<file path="config.mk">
export PLATFORM = sky130hd
export DESIGN_NAME = uart_tx_scheduler
export DESIGN_NICKNAME = d
export VERILOG_FILES = /design/src/rtl/uart_tx_scheduler.sv
export SDC_FILE = /design/constraint.sdc
export NUM_CORES = 1
export LEC_CHECK = 0
export ABC_AREA = 1
export CORE_UTILIZATION = 52
export CTS_BUF_LIST = sky130_fd_sc_hd__clkbuf_2 sky130_fd_sc_hd__clkbuf_4 sky130_fd_sc_hd__clkbuf_8
export CTS_CLUSTER_DIAMETER = 120
export DETAILED_ROUTE_END_ITERATION = 12
export GPL_TIMING_DRIVEN = 1
export PLACE_DENSITY = 0.87
export RECOVER_POWER = 25
export SLEW_MARGIN = 15
export SYNTH_ARGS = -nofsm -noshare
export SYNTH_HDL_FRONTEND = slang
export SYNTH_SLANG_ARGS = --single-unit
</file>
<file path="constraint.sdc">
create_clock -name clk -period 5 [get_ports clk]
set_clock_uncertainty 0.15 [all_clocks]
set_input_delay 0.75 -clock clk [delete_from_list [all_inputs] [get_ports clk]]
set_output_delay 0.75 -clock clk [all_outputs]
set_load 0.01 [all_outputs]
</file>
<file path="src/rtl/uart_tx_scheduler.sv">
// Round-robin scheduler sharing one UART transmitter; gnt/tx_start pulse one clock after req is sampled in IDLE.
// Requesters hold req until gnt; requests wait while a frame, busy timeout or inter-frame gap is in progress.
module uart_tx_scheduler #(
  parameter int NUM_REQ      = 4,
  parameter int DATA_W       = 8,
  parameter int GAP_TICKS    = 1,
  parameter int BUSY_TIMEOUT = 64,
  localparam int OWNER_W     = (NUM_REQ > 1) ? $clog2(NUM_REQ) : 1
) (
  input  logic                      clk,
  input  logic                      rst,
  input  logic [NUM_REQ-1:0]        req,
  input  logic [NUM_REQ*DATA_W-1:0] req_data,
  output logic [NUM_REQ-1:0]        gnt,
  output logic                      tx_start,
  output logic [DATA_W-1:0]         tx_data,
  input  logic                      tx_busy,
  input  logic                      tx_tick,
  output logic [OWNER_W-1:0]        owner,
  output logic                      sched_busy,
  output logic                      err_timeout
);

  localparam int CNT_MAX = (BUSY_TIMEOUT > GAP_TICKS) ? BUSY_TIMEOUT : GAP_TICKS;
  localparam int CNT_W   = $clog2(CNT_MAX + 1);

  typedef enum logic [2:0] {
    IDLE,
    START,
    WAIT_BUSY,
    WAIT_DONE,
    GAP
  } state_t;

  state_t             state;
  logic [OWNER_W-1:0] last;
  logic [CNT_W-1:0]   cnt;

  logic [OWNER_W-1:0] pick;
  logic               pick_vld;
  logic [DATA_W-1:0]  pick_data;

  // First requesting index after the last grant, wrapping, so the one just served goes to the back.
  always_comb begin
    pick     = '0;
    pick_vld = 1'b0;
    for (int i = 1; i <= NUM_REQ; i++) begin
      if (!pick_vld && req[OWNER_W'((int'(last) + i) % NUM_REQ)]) begin
        pick_vld = 1'b1;
        pick     = OWNER_W'((int'(last) + i) % NUM_REQ);
      end
    end
  end

  always_comb begin
    pick_data = '0;
    for (int i = 0; i < NUM_REQ; i++) begin
      if (pick == OWNER_W'(i)) begin
        pick_data = req_data[i*DATA_W +: DATA_W];
      end
    end
  end

  assign sched_busy = (state != IDLE);

  always_ff @(posedge clk or posedge rst) begin
    if (rst) begin
      state       <= IDLE;
      last        <= OWNER_W'(NUM_REQ - 1);
      cnt         <= '0;
      gnt         <= '0;
      tx_start    <= 1'b0;
      tx_data     <= '0;
      owner       <= '0;
      err_timeout <= 1'b0;
    end else begin
      gnt         <= '0;
      tx_start    <= 1'b0;
      err_timeout <= 1'b0;
      case (state)
        IDLE: begin
          if (pick_vld) begin
            state    <= START;
            tx_start <= 1'b1;
            gnt      <= NUM_REQ'(1) << pick;
            tx_data  <= pick_data;
            owner    <= pick;
            last     <= pick;
          end
        end
        START: begin
          state <= WAIT_BUSY;
          cnt   <= '0;
        end
        WAIT_BUSY: begin
          if (tx_busy) begin
            state <= WAIT_DONE;
          end else if (cnt == CNT_W'(BUSY_TIMEOUT - 1)) begin
            // Byte counts as consumed: drop straight back to arbitration without a gap.
            err_timeout <= 1'b1;
            state       <= IDLE;
          end else begin
            cnt <= cnt + 1'b1;
          end
        end
        WAIT_DONE: begin
          if (!tx_busy) begin
            cnt   <= '0;
            state <= (GAP_TICKS > 0) ? GAP : IDLE;
          end
        end
        GAP: begin
          if (tx_tick) begin
            if (cnt == CNT_W'(GAP_TICKS - 1)) begin
              state <= IDLE;
            end else begin
              cnt <= cnt + 1'b1;
            end
          end
        end
        default: state <= IDLE;
      endcase
    end
  end

endmodule
</file>
==> metrics.md <==
| Metric | Value |
|---|---|
| Clock Sink Count | 28 |
| Tmin final | 2.61 ns |
| Hold Path Cell Cnt | 2 |
| Startpoint Class | register |
| Ys Warns | 0 |
| CTS Buffer Depth | 2 |
| Finished Cell Area | between 0.002 and 0.0025 mm2 |
| Clk_lat worst skew | 0.32 ns |
| GRT overflow | 0 |
| Tot Pwr | roughly 1.7 mW |
| Placed Cells | 367 |
| Initial Utilization | between 50% and 60% |
| Fin. Hold Viols | 0 |
| Row count | 21 |
| Yosys reg bits | 28 |
| Slew Limit Fails | 0 |
| Slew HR | 33.5% |
| Seq/Total Area, Yosys | 37.5% |
| Num CTS Buffers | 3 |
| Power density of the placed cells | 666 mW/mm2 |
| Largest net degree at the start of global routing | 29 |
| Placed Area | 0.00244 mm2 |
| Detailed-route via count | approximately 1,800 |
| FILL cells | ~280 |
| Routed len/inst | between 10 and 15 um |
| Drt total wl | 4180 um |
| Routed vias/inst | between 4 and 5 |
| Remaining DRCs | 0 |
| Final setup fails | 0 |
| Synth Net Count | between 300 and 400 |
| Crit. End Element | output port |
| Clock tree root buffer cell | clkbuf_4 |
| Detail Placement HPWL | 3290 um |
| Syn Area/Cell | 6.92 um2 |
| Total I/O pin count | 57 |
| Crit-path cells | nor3_1 -> inv_1 -> clkdlybuf4s50_1 |
| CTS tree | done |
| Nets | 368 |
| Static leakage | 1.25 nW |
| Fin crit share | 52.3% |
| Die Span X | 62.1 um |
| CP max FO | 5 |
| Setup bufs post-CTS | 0 |
| Ratio of cells with drive above 1 in the final layout | 11.7% |
| Die area | 0.00385 mm2 |
| P&R area growth vs syn | 32.7% |
| VDD IR max | between 400 and 500 uV |
| Setup TNS | 0 ns |
| Initial DRC count | around 110 |
| Post-Synthesis Cells | 271 |
| WP data required | approximately 4.1 ns |
| Core area | 0.00339 mm2 |
| Crit Path Category | reg -> out |
| Vias in the first global route | ~1,600 |
| Core occupancy in the finished layout | 73.4% |
| Outcome | finished clean |
| Post-cts hold buffer count | 0 |
| Cell area after synthesis | 0.00188 mm2 |
| Reg2Reg Depth | 13 |
| Fmax | 0.382 GHz |
| Worst stage delay on the critical path | 0.49 ns |
| Drt first pass iters | 5 |
| Die Y | 62.1 um |
| Final non-filler cell total | 371 |
| Initial antenna violation count | 0 |
| Max Cap Viol | 0 |
| IO buf count | 56 |
| Post_cts resized | 0 |
| Clock-pin slew on the worst setup and hold paths | 0.15 ns |
| Slowest-stage cell, CP | clkdlybuf4s50_1 |
| Critical path data arrival time | 1.71 ns |
| HP Class | reg -> reg |
| Htree depth | 1 |
| Worst-Margin Slew | 0.997 ns |
| Post-DRT Antenna Nets | 0 |
| Placer Congestion | 0.899 |
| Antenna diodes | 0 |
| Unrepaired setup endpoints after global routing | no |
| Post-synthesis cell type count | 29 |
| Tot GR Track Use | 23.5% |
| First-pass GRT wire length | 6630 um |
[state kept, by name, indices dropped and copies added, names as in the netlist]
name,flops
cnt,7
err_timeout,1
gnt,4
last,2
owner,2
state,3
tx_data,8
tx_start,1
[placed cells by master (no fill, tap or decap), drive strengths merged, types with 2 or more instances in the layout]
cell type,synthesis,layout
a21oi,6,6
clkbuf,0,3
clkdlybuf4s50,0,55
dfrtp,26,26
dfstp,2,2
ha,2,2
inv,38,38
nand2,103,103
nand3,23,23
nand3b,2,2
nand4,4,4
nor2,26,26
nor3,5,5
o211ai,2,2
o21ai,21,21
xor2,2,2
[final timing paths]
path	from	endpoint	slack, ns
worst max-delay path	state[1]$_DFFE_PP0P_	sched_busy	2.39
worst min-delay path	tx_data[3]$_DFFE_PP0P_	tx_data[3]$_DFFE_PP0P_	0.35
worst max register to register	last[0]$_DFFE_PP1P_	tx_data[6]$_DFFE_PP0P_	2.43
worst min register to register	tx_data[3]$_DFFE_PP0P_	tx_data[3]$_DFFE_PP0P_	0.35
max in group asynchronous	rst	state[2]$_DFFE_PP0P_	3.17
min in group asynchronous	rst	cnt[5]$_DFFE_PP0P_	0.93
[area by class of cell]
cell class / instances / area [um2] / share of cell area (%)
clock buffer: 3 / 22.5 / 0.905
tap: 46 / 57.6 / 2.31
clock inverter: 1 / 30.0 / 1.21
inverter: 38 / 145 / 5.83
sequential: 28 / 703 / 28.3
multi-input combinational: 199 / 970 / 39.0
timing repair buffer: 56 / 561 / 22.5
[per-stage QoR]
step | hold slack, ns | worst slack [ns]
floorplan | 0.360 | 2.90
global placement | 0.317 | 2.20
detailed placement | 0.317 | 2.06
CTS | 0.354 | 2.38
global route | 0.391 | 2.24
finish | 0.354 | 2.39
[synth_stat cells]
cell type	number	area, um2
nand2_4	1	11.3
nor2_1	23	86.3
inv_1	32	120
o21ai_2	7	61.3
o221ai_1	1	8.76
buf_6	4	45.0
ha_1	2	25.0
nand3b_1	2	15.0
xor2_1	2	17.5
or2_2	1	6.26
o21ai_1	2	10.0
inv_4	1	6.26
o211ai_1	2	15.0
a31oi_1	1	6.26
dfstp_2	2	52.6
inv_2	5	18.8
a21oi_1	6	30.0
nand3_4	1	17.5
o21ai_0	12	60.1
nor3_1	5	25.0
buf_2	1	5.00
dfrtp_1	26	651
nor2_2	3	18.8
nand3_2	2	20.0
nand3_1	20	100
nand2_1	91	342
nand4_1	4	25.0
buf_4	1	7.51
nand2_2	11	68.8
[per-layer routing]
metal	GRT usage, %	vias to the layer above	wire, um
met1	28.9	823	1870
met2	43.5	52	2120
li1	-	959	-
met3	2.69	2	154
met4	5.71	0	34
met5	0	-	0
[kinds of logic (layout without fill, tap and decap cells)]
family,after synthesis,after routing,synth area share [%]
DFF,28,28,37.5
xor gates and xnor gates,2,2,0.934
buffers and inverters,44,98,10.8
AOI/OAI and AO/OA,31,31,10.2
adders and majority gates,2,2,1.33
and+or+nand+nor,164,164,39.2
[worst max-delay path, delay by kind of cell, from the launching register on]
kind / cells / cell delay, ns
buf+inv: 2 / 0.61
flops: 1 / 0.45
simple gates: 1 / 0.34
[report_power, final]
part	internal, mW	switching [mW]
sequential	0.320	0.0681
combinational	0.419	0.706
clock	0.0810	0.0639
Note: power is estimated with default switching activity, not from simulation.
